**src/rtl/game_tick_scheduler.sv**
```systemverilog
// game_tick_scheduler: derives the per-frame input-sample tick and the
// slower physics/scroll tick from the video frame strobe. The physics
// interval shrinks by one frame every LEVEL_STEPS physics ticks until it
// reaches MIN_PERIOD, and is frozen on game over.
module game_tick_scheduler #(
   parameter int START_PERIOD = 8,
   parameter int MIN_PERIOD   = 2,
   parameter int LEVEL_STEPS  = 256,
   parameter int PERIOD_W     = 4
) (
   input  logic                clk,
   input  logic                rst_n,
   input  logic                frame_pulse,
   input  logic                game_start_pulse,
   input  logic                game_over_pulse,
   output logic [1:0]          game_tick,
   output logic [3:0]          speed_level,
   output logic [PERIOD_W-1:0] period,
   output logic [1:0]          sched_state
);

   localparam int STEP_W = (LEVEL_STEPS > 1) ? $clog2(LEVEL_STEPS) : 1;

   localparam logic [PERIOD_W-1:0] START_P   = PERIOD_W'(START_PERIOD);
   localparam logic [PERIOD_W-1:0] MIN_P     = PERIOD_W'(MIN_PERIOD);
   localparam logic [STEP_W-1:0]   STEP_LAST = STEP_W'(LEVEL_STEPS - 1);

   typedef enum logic [1:0] {
      S_IDLE = 2'b00,
      S_RUN  = 2'b01,
      S_OVER = 2'b10
   } state_e;

   state_e              state_q, state_d;
   logic [1:0]          game_tick_q, game_tick_d;
   logic [3:0]          speed_level_q, speed_level_d;
   logic [PERIOD_W-1:0] period_q, period_d;
   logic [PERIOD_W-1:0] frame_cnt_q, frame_cnt_d;
   logic [STEP_W-1:0]   step_cnt_q, step_cnt_d;

   // Next-state, divider and difficulty ramp; everything holds by default.
   always_comb begin
      state_d       = state_q;
      game_tick_d   = {1'b0, frame_pulse};
      speed_level_d = speed_level_q;
      period_d      = period_q;
      frame_cnt_d   = frame_cnt_q;
      step_cnt_d    = step_cnt_q;

      case (state_q)
         S_IDLE, S_OVER: begin
            // A frame arriving with the start request is not counted.
            if (game_start_pulse) begin
               state_d       = S_RUN;
               frame_cnt_d   = '0;
               step_cnt_d    = '0;
               period_d      = START_P;
               speed_level_d = '0;
            end
         end
         S_RUN: begin
            // Game over wins over a coincident frame: no physics tick and
            // the counters stay frozen where they were.
            if (game_over_pulse) begin
               state_d = S_OVER;
            end else if (frame_pulse) begin
               if (frame_cnt_q == period_q - PERIOD_W'(1)) begin
                  frame_cnt_d    = '0;
                  game_tick_d[1] = 1'b1;
                  if (step_cnt_q == STEP_LAST) begin
                     step_cnt_d = '0;
                     // Frame count has just cleared, so a shorter period
                     // applies cleanly from the next frame.
                     if (period_q > MIN_P) begin
                        period_d = period_q - PERIOD_W'(1);
                        if (speed_level_q != 4'hF)
                           speed_level_d = speed_level_q + 4'd1;
                     end
                  end else begin
                     step_cnt_d = step_cnt_q + STEP_W'(1);
                  end
               end else begin
                  frame_cnt_d = frame_cnt_q + PERIOD_W'(1);
               end
            end
         end
         default: state_d = S_IDLE;
      endcase
   end

   // State and counter registers with synchronous active-low reset.
   always_ff @(posedge clk) begin
      if (!rst_n) begin
         state_q       <= S_IDLE;
         game_tick_q   <= '0;
         speed_level_q <= '0;
         period_q      <= START_P;
         frame_cnt_q   <= '0;
         step_cnt_q    <= '0;
      end else begin
         state_q       <= state_d;
         game_tick_q   <= game_tick_d;
         speed_level_q <= speed_level_d;
         period_q      <= period_d;
         frame_cnt_q   <= frame_cnt_d;
         step_cnt_q    <= step_cnt_d;
      end
   end

   assign game_tick   = game_tick_q;
   assign speed_level = speed_level_q;
   assign period      = period_q;
   assign sched_state = state_q;

endmodule

```
**config.mk**
```make
export PLATFORM = sky130hd
export DESIGN_NAME = game_tick_scheduler
export DESIGN_NICKNAME = d
export VERILOG_FILES = /design/src/rtl/game_tick_scheduler.sv
export SDC_FILE = /design/constraint.sdc
export NUM_CORES = 1
export LEC_CHECK = 0
export ABC_AREA = 1
export BUFFER_PORTS_ARGS = -buffer_cell sky130_fd_sc_hd__buf_2
export CORE_ASPECT_RATIO = 0.7
export CORE_MARGIN = 3
export CORE_UTILIZATION = 55
export CTS_CLUSTER_SIZE = 20
export DETAILED_ROUTE_END_ITERATION = 8
export PLACE_DENSITY_LB_ADDON = 0.2
export SLEW_MARGIN = 40
export SYNTH_ARGS = -nofsm -noshare
export SYNTH_HDL_FRONTEND = slang
export SYNTH_SLANG_ARGS = --single-unit
```
**constraint.sdc**
```tcl
create_clock -name clk -period 4.4 [get_ports clk]
set_input_delay 0.88 -clock clk [delete_from_list [all_inputs] [get_ports clk]]
set_output_delay 0.88 -clock clk [all_outputs]
set_load 0.02 [all_outputs]
```
==> results.txt <==
The flow ran to the end, and the final reports show no timing, DRC or antenna violations. The clock drives 24 sinks. Walking the worst path, the cells encountered are inv_2, ha_1, xor2_1, nand2_1, nor2_1, nand2_2, nand2_4, nand2_2, o21ai_1, nand2_1, nor2_1. The total length of routed wires came out at 3190 um. The path category of the worst min-delay check was reg2reg.

The run gives 18 as the largest net degree at the start of global routing. The number of levels in the clock H-tree was 1; the headroom to the max-slew limit was 74.6%. The repair_antennas step left the layout with diodes totalling 0. For this design the top-level I/O count stands at 17. The first global-routing pass estimated 5420 um of wire.

Synthesis handed over a netlist of 202 instances. The worst setup path is launched from a flip-flop. The clock passes through at most 2 buffers. The floorplan row count was 14.

For the worst setup path, the data required time is 4.61 ns. Counting instances, the worst hold path has a depth of 2. TritonCTS built the clock tree. After filler insertion, the fill cell instance count of the layout stands at 197. For the via total after detailed routing, the log shows 1,344.

The number of nets produced by synthesis is 212. For this design the ratio of total power to cell area is 345 nW/um2. Setup total negative slack on the finished layout was measured at 0 ns. The worst setup path is captured at a flip-flop. The worst register-to-register path has a setup slack of 2.40 ns.

The logs give 248 for the final standard cell count with taps included and fillers excluded and 0 for the number of antenna violations at the first check in global routing. Once layout is done, the placed cells without fillers occupy 1570 um2. The wire-length estimate of the detail-placed layout is 2500 um.

In this run the number of cells on the critical path is 11. Setup slack closes at 2.40 ns. For this design the static power due to leakage is 0.696 nW. Input and output buffers added on the ports amount to 16. The tool flagged a number of max-cap violations equal to 0. After layout, the design draws a total of 0.540 mW. The final layout contains 227 nets. Share of final-layout standard cells stronger than drive strength 1: 19.9%. Setup repair after global routing left no endpoint under its margin.

The number of endpoints with negative hold slack in the final report is 0, and the worst path arrival time is 2.21 ns. Global routing finished with a remaining overflow of 0. Relative to the synthesized area, the layout overhead comes to 10.2%. The final critical path time including I/O delays and setup was 2.00 ns. The post-CTS setup-driven buffer insertion count came out at 0. Averaged over all synthesized cells, the footprint is 7.03 um2.

The run gives 0 as the total DRC errors in the routed layout. For hold timing, the worst endpoint is step_cnt_q[4]. The library cells used most frequently in the layout, excluding fill and tap cells, are sky130_fd_sc_hd__nand2_1 (41), sky130_fd_sc_hd__nor2_1 (25), sky130_fd_sc_hd__dfxtp_1 (24), sky130_fd_sc_hd__inv_1 (19). Setup violations remaining at the end of the flow were counted as 0. The overall die width came out at 66.7 um.

Grouping stages by cell kind, the critical path spends the most delay in simple AND/OR/NAND/NOR gates. The detail-routed net length per standard cell is 12.9 um, and the total standard cell area after synthesis is 1420 um2. Summing the sequential cell areas from Yosys gives 33.8% of the chip area. After clock tree synthesis, the clock-pin slew on the worst setup and hold paths is 0.09 ns. The floorplan core area came out at 2290 um2. The later pin in the worst-skew pair is clocked with a latency of 0.27 ns.

Hold is met by 0.462 ns. The area of the die is 3240 um2. The classification of the worst setup path was reg2reg. Derived from the worst setup path, the maximum achievable clock frequency is 499 MHz.

The number of hold buffers added after CTS was 0. The reg-to-reg startpoint is period[0]. Once placement completed, the tool counted placed cells totaling 244. The pre-CTS worst setup slack was 2.45 ns. For this design, the slowest cell found on the critical path is sky130_fd_sc_hd__dfxtp_1.

The most common cell after layout, fill and taps aside is sky130_fd_sc_hd__nand2_1. Routability-driven placement finished with a final weighted congestion of 0.864. The count of nets left with antenna violations once routing finished came out at 0.

The die outline height is 48.5 um. In this design, the stage delay of the slowest critical-path cell is 0.42 ns. The number of global-route vias before repair was 1,164. In this run the critical register-to-register path is captured at step_cnt_q[6]. The clock skew came out at 0.00875 ns. For this configuration, the core starts out at a cell density of 61.9%.

Of all nets on the critical path, the largest fanout is 13. The tools report the number of synthesis warnings as 0. The synthesis-stage register bit count came out at 24. The number of buffers created by CTS is 3. The max-slew violation total from the final report was 0. In this run the most critical hold path is launched from step_cnt_q[4]. The first routing iteration left 133 violations.

Cells fill 68.2% of the core in the end. The tools report the post-cts resize count as 0. The number of buffer and inverter instances along the worst setup path is 1.

Dividing the detail-routed via count by the number of cells gives 5.42. Actual transition at the worst max-transition pin: 0.381 ns. VDD sags by at most 0.279 mV. For the distinct cell type count of the synthesized netlist, the log shows 28. The root buffer cell chosen for the clock tree is sky130_fd_sc_hd__clkbuf_8.

In the global route stage, overall resource usage came out at 21.5%. For the worst flop-to-flop path, the logic depth is 11. The tools report the cell area reported after detailed placement as 1490 um2. For the first-pass iteration count of the detailed router, the log shows 4. The final clock period utilization by the worst path came out at 45.5%.
==> kinds of logic (layout without fill, tap and decap cells) <==
family	Yosys count	after routing	synth area share, %
AO/OA/AOI/OAI	23	23	8.28
adder cells (fa/ha/maj)	5	5	4.41
XOR/XNOR	5	5	3.08
buffers and inverters	31	45	9.87
flip-flops	24	24	33.8
AND/OR/NAND/NOR	114	114	40.5
==> layer usage <==
metal  wire length (um)  GRT usage, %  share of wire, %
met1               1500          32.7                47
met2               1360          29.4                43
met3                283          6.48               8.9
met4                 40          4.73               1.3
met5                  0             0                 0
==> flip-flops by register name, summed over array words and instances, names as in the netlist <==
register	flops
speed_level	4
frame_cnt_q	4
period	4
game_tick	2
step_cnt_q	8
sched_state	2
==> how the worst max path moves through the flow <==
| stage | from | to | slack [ns] |
|---|---|---|---|
| finish | period[0] | step_cnt_q[6] | 2.40 |
| CTS | period[0] | step_cnt_q[6] | 2.42 |
| floorplan | period[0] | period[3] | 2.55 |
| detailed placement | period[0] | step_cnt_q[6] | 2.45 |
| global placement | game_over_pulse | step_cnt_q[6] | 2.52 |
| global route | period[0] | step_cnt_q[6] | 2.21 |
==> area by class of cell <==
| class | instances | area (um2) | share of cell area (%) |
|---|---|---|---|
| Clock inverter | 1 | 30.0 | 1.92 |
| Clock buffer | 3 | 41.3 | 2.64 |
| Inverter | 25 | 93.8 | 6.00 |
| Multi-Input combinational cell | 147 | 800 | 51.1 |
| Tap cell | 32 | 40.0 | 2.56 |
| Sequential cell | 24 | 480 | 30.7 |
| Timing Repair Buffer | 16 | 80.1 | 5.12 |
==> power by group <==
part           total, mW  switching, mW  internal, mW  leakage (nW)
clock network      0.194         0.0725         0.122        0.0357
registers          0.238         0.0115         0.226         0.195
logic              0.109         0.0738        0.0347         0.465
total              0.540          0.158         0.383         0.696
==> cell usage after synthesis <==
| cell | count | area [um2] |
|---|---|---|
| sky130_fd_sc_hd__inv_2 | 5 | 18.8 |
| sky130_fd_sc_hd__nand4_4 | 1 | 21.3 |
| sky130_fd_sc_hd__nor2_2 | 2 | 12.5 |
| sky130_fd_sc_hd__nor2_1 | 25 | 93.8 |
| sky130_fd_sc_hd__a21o_1 | 1 | 7.51 |
| sky130_fd_sc_hd__nand3_2 | 1 | 10.0 |
| sky130_fd_sc_hd__inv_1 | 19 | 71.3 |
| sky130_fd_sc_hd__nand4_1 | 6 | 37.5 |
| sky130_fd_sc_hd__buf_6 | 3 | 33.8 |
| sky130_fd_sc_hd__a21oi_1 | 16 | 80.1 |
| sky130_fd_sc_hd__nor3_1 | 6 | 30.0 |
| sky130_fd_sc_hd__xor2_1 | 5 | 43.8 |
| sky130_fd_sc_hd__buf_2 | 1 | 5.00 |
| sky130_fd_sc_hd__o21ai_1 | 6 | 30.0 |
| sky130_fd_sc_hd__or2_2 | 1 | 6.26 |
| sky130_fd_sc_hd__nor2_4 | 3 | 33.8 |
| sky130_fd_sc_hd__ha_1 | 5 | 62.6 |
| sky130_fd_sc_hd__clkbuf_1 | 2 | 7.51 |
| sky130_fd_sc_hd__nand2_2 | 5 | 31.3 |
| sky130_fd_sc_hd__or2_0 | 1 | 6.26 |
| sky130_fd_sc_hd__nand2_4 | 2 | 22.5 |
| sky130_fd_sc_hd__nor3_2 | 2 | 20.0 |
| sky130_fd_sc_hd__nand3_1 | 15 | 75.1 |
| sky130_fd_sc_hd__nand2_1 | 41 | 154 |
| sky130_fd_sc_hd__clkinv_1 | 1 | 3.75 |
| sky130_fd_sc_hd__dfxtp_1 | 24 | 480 |
| sky130_fd_sc_hd__nor4_1 | 2 | 12.5 |
| sky130_fd_sc_hd__or2_4 | 1 | 8.76 |
==> worst reg2reg max path, cell delays in order, from the launching register on <==
cell	delay (ns)
sky130_fd_sc_hd__dfxtp_1	0.42
sky130_fd_sc_hd__inv_2	0.10
sky130_fd_sc_hd__ha_1	0.33
sky130_fd_sc_hd__xor2_1	0.15
sky130_fd_sc_hd__nand2_1	0.06
sky130_fd_sc_hd__nor2_1	0.14
sky130_fd_sc_hd__nand2_2	0.09
sky130_fd_sc_hd__nand2_4	0.15
sky130_fd_sc_hd__nand2_2	0.19
sky130_fd_sc_hd__o21ai_1	0.17
sky130_fd_sc_hd__nand2_1	0.06
sky130_fd_sc_hd__nor2_1	0.07
(Power assumes the default switching activity.)
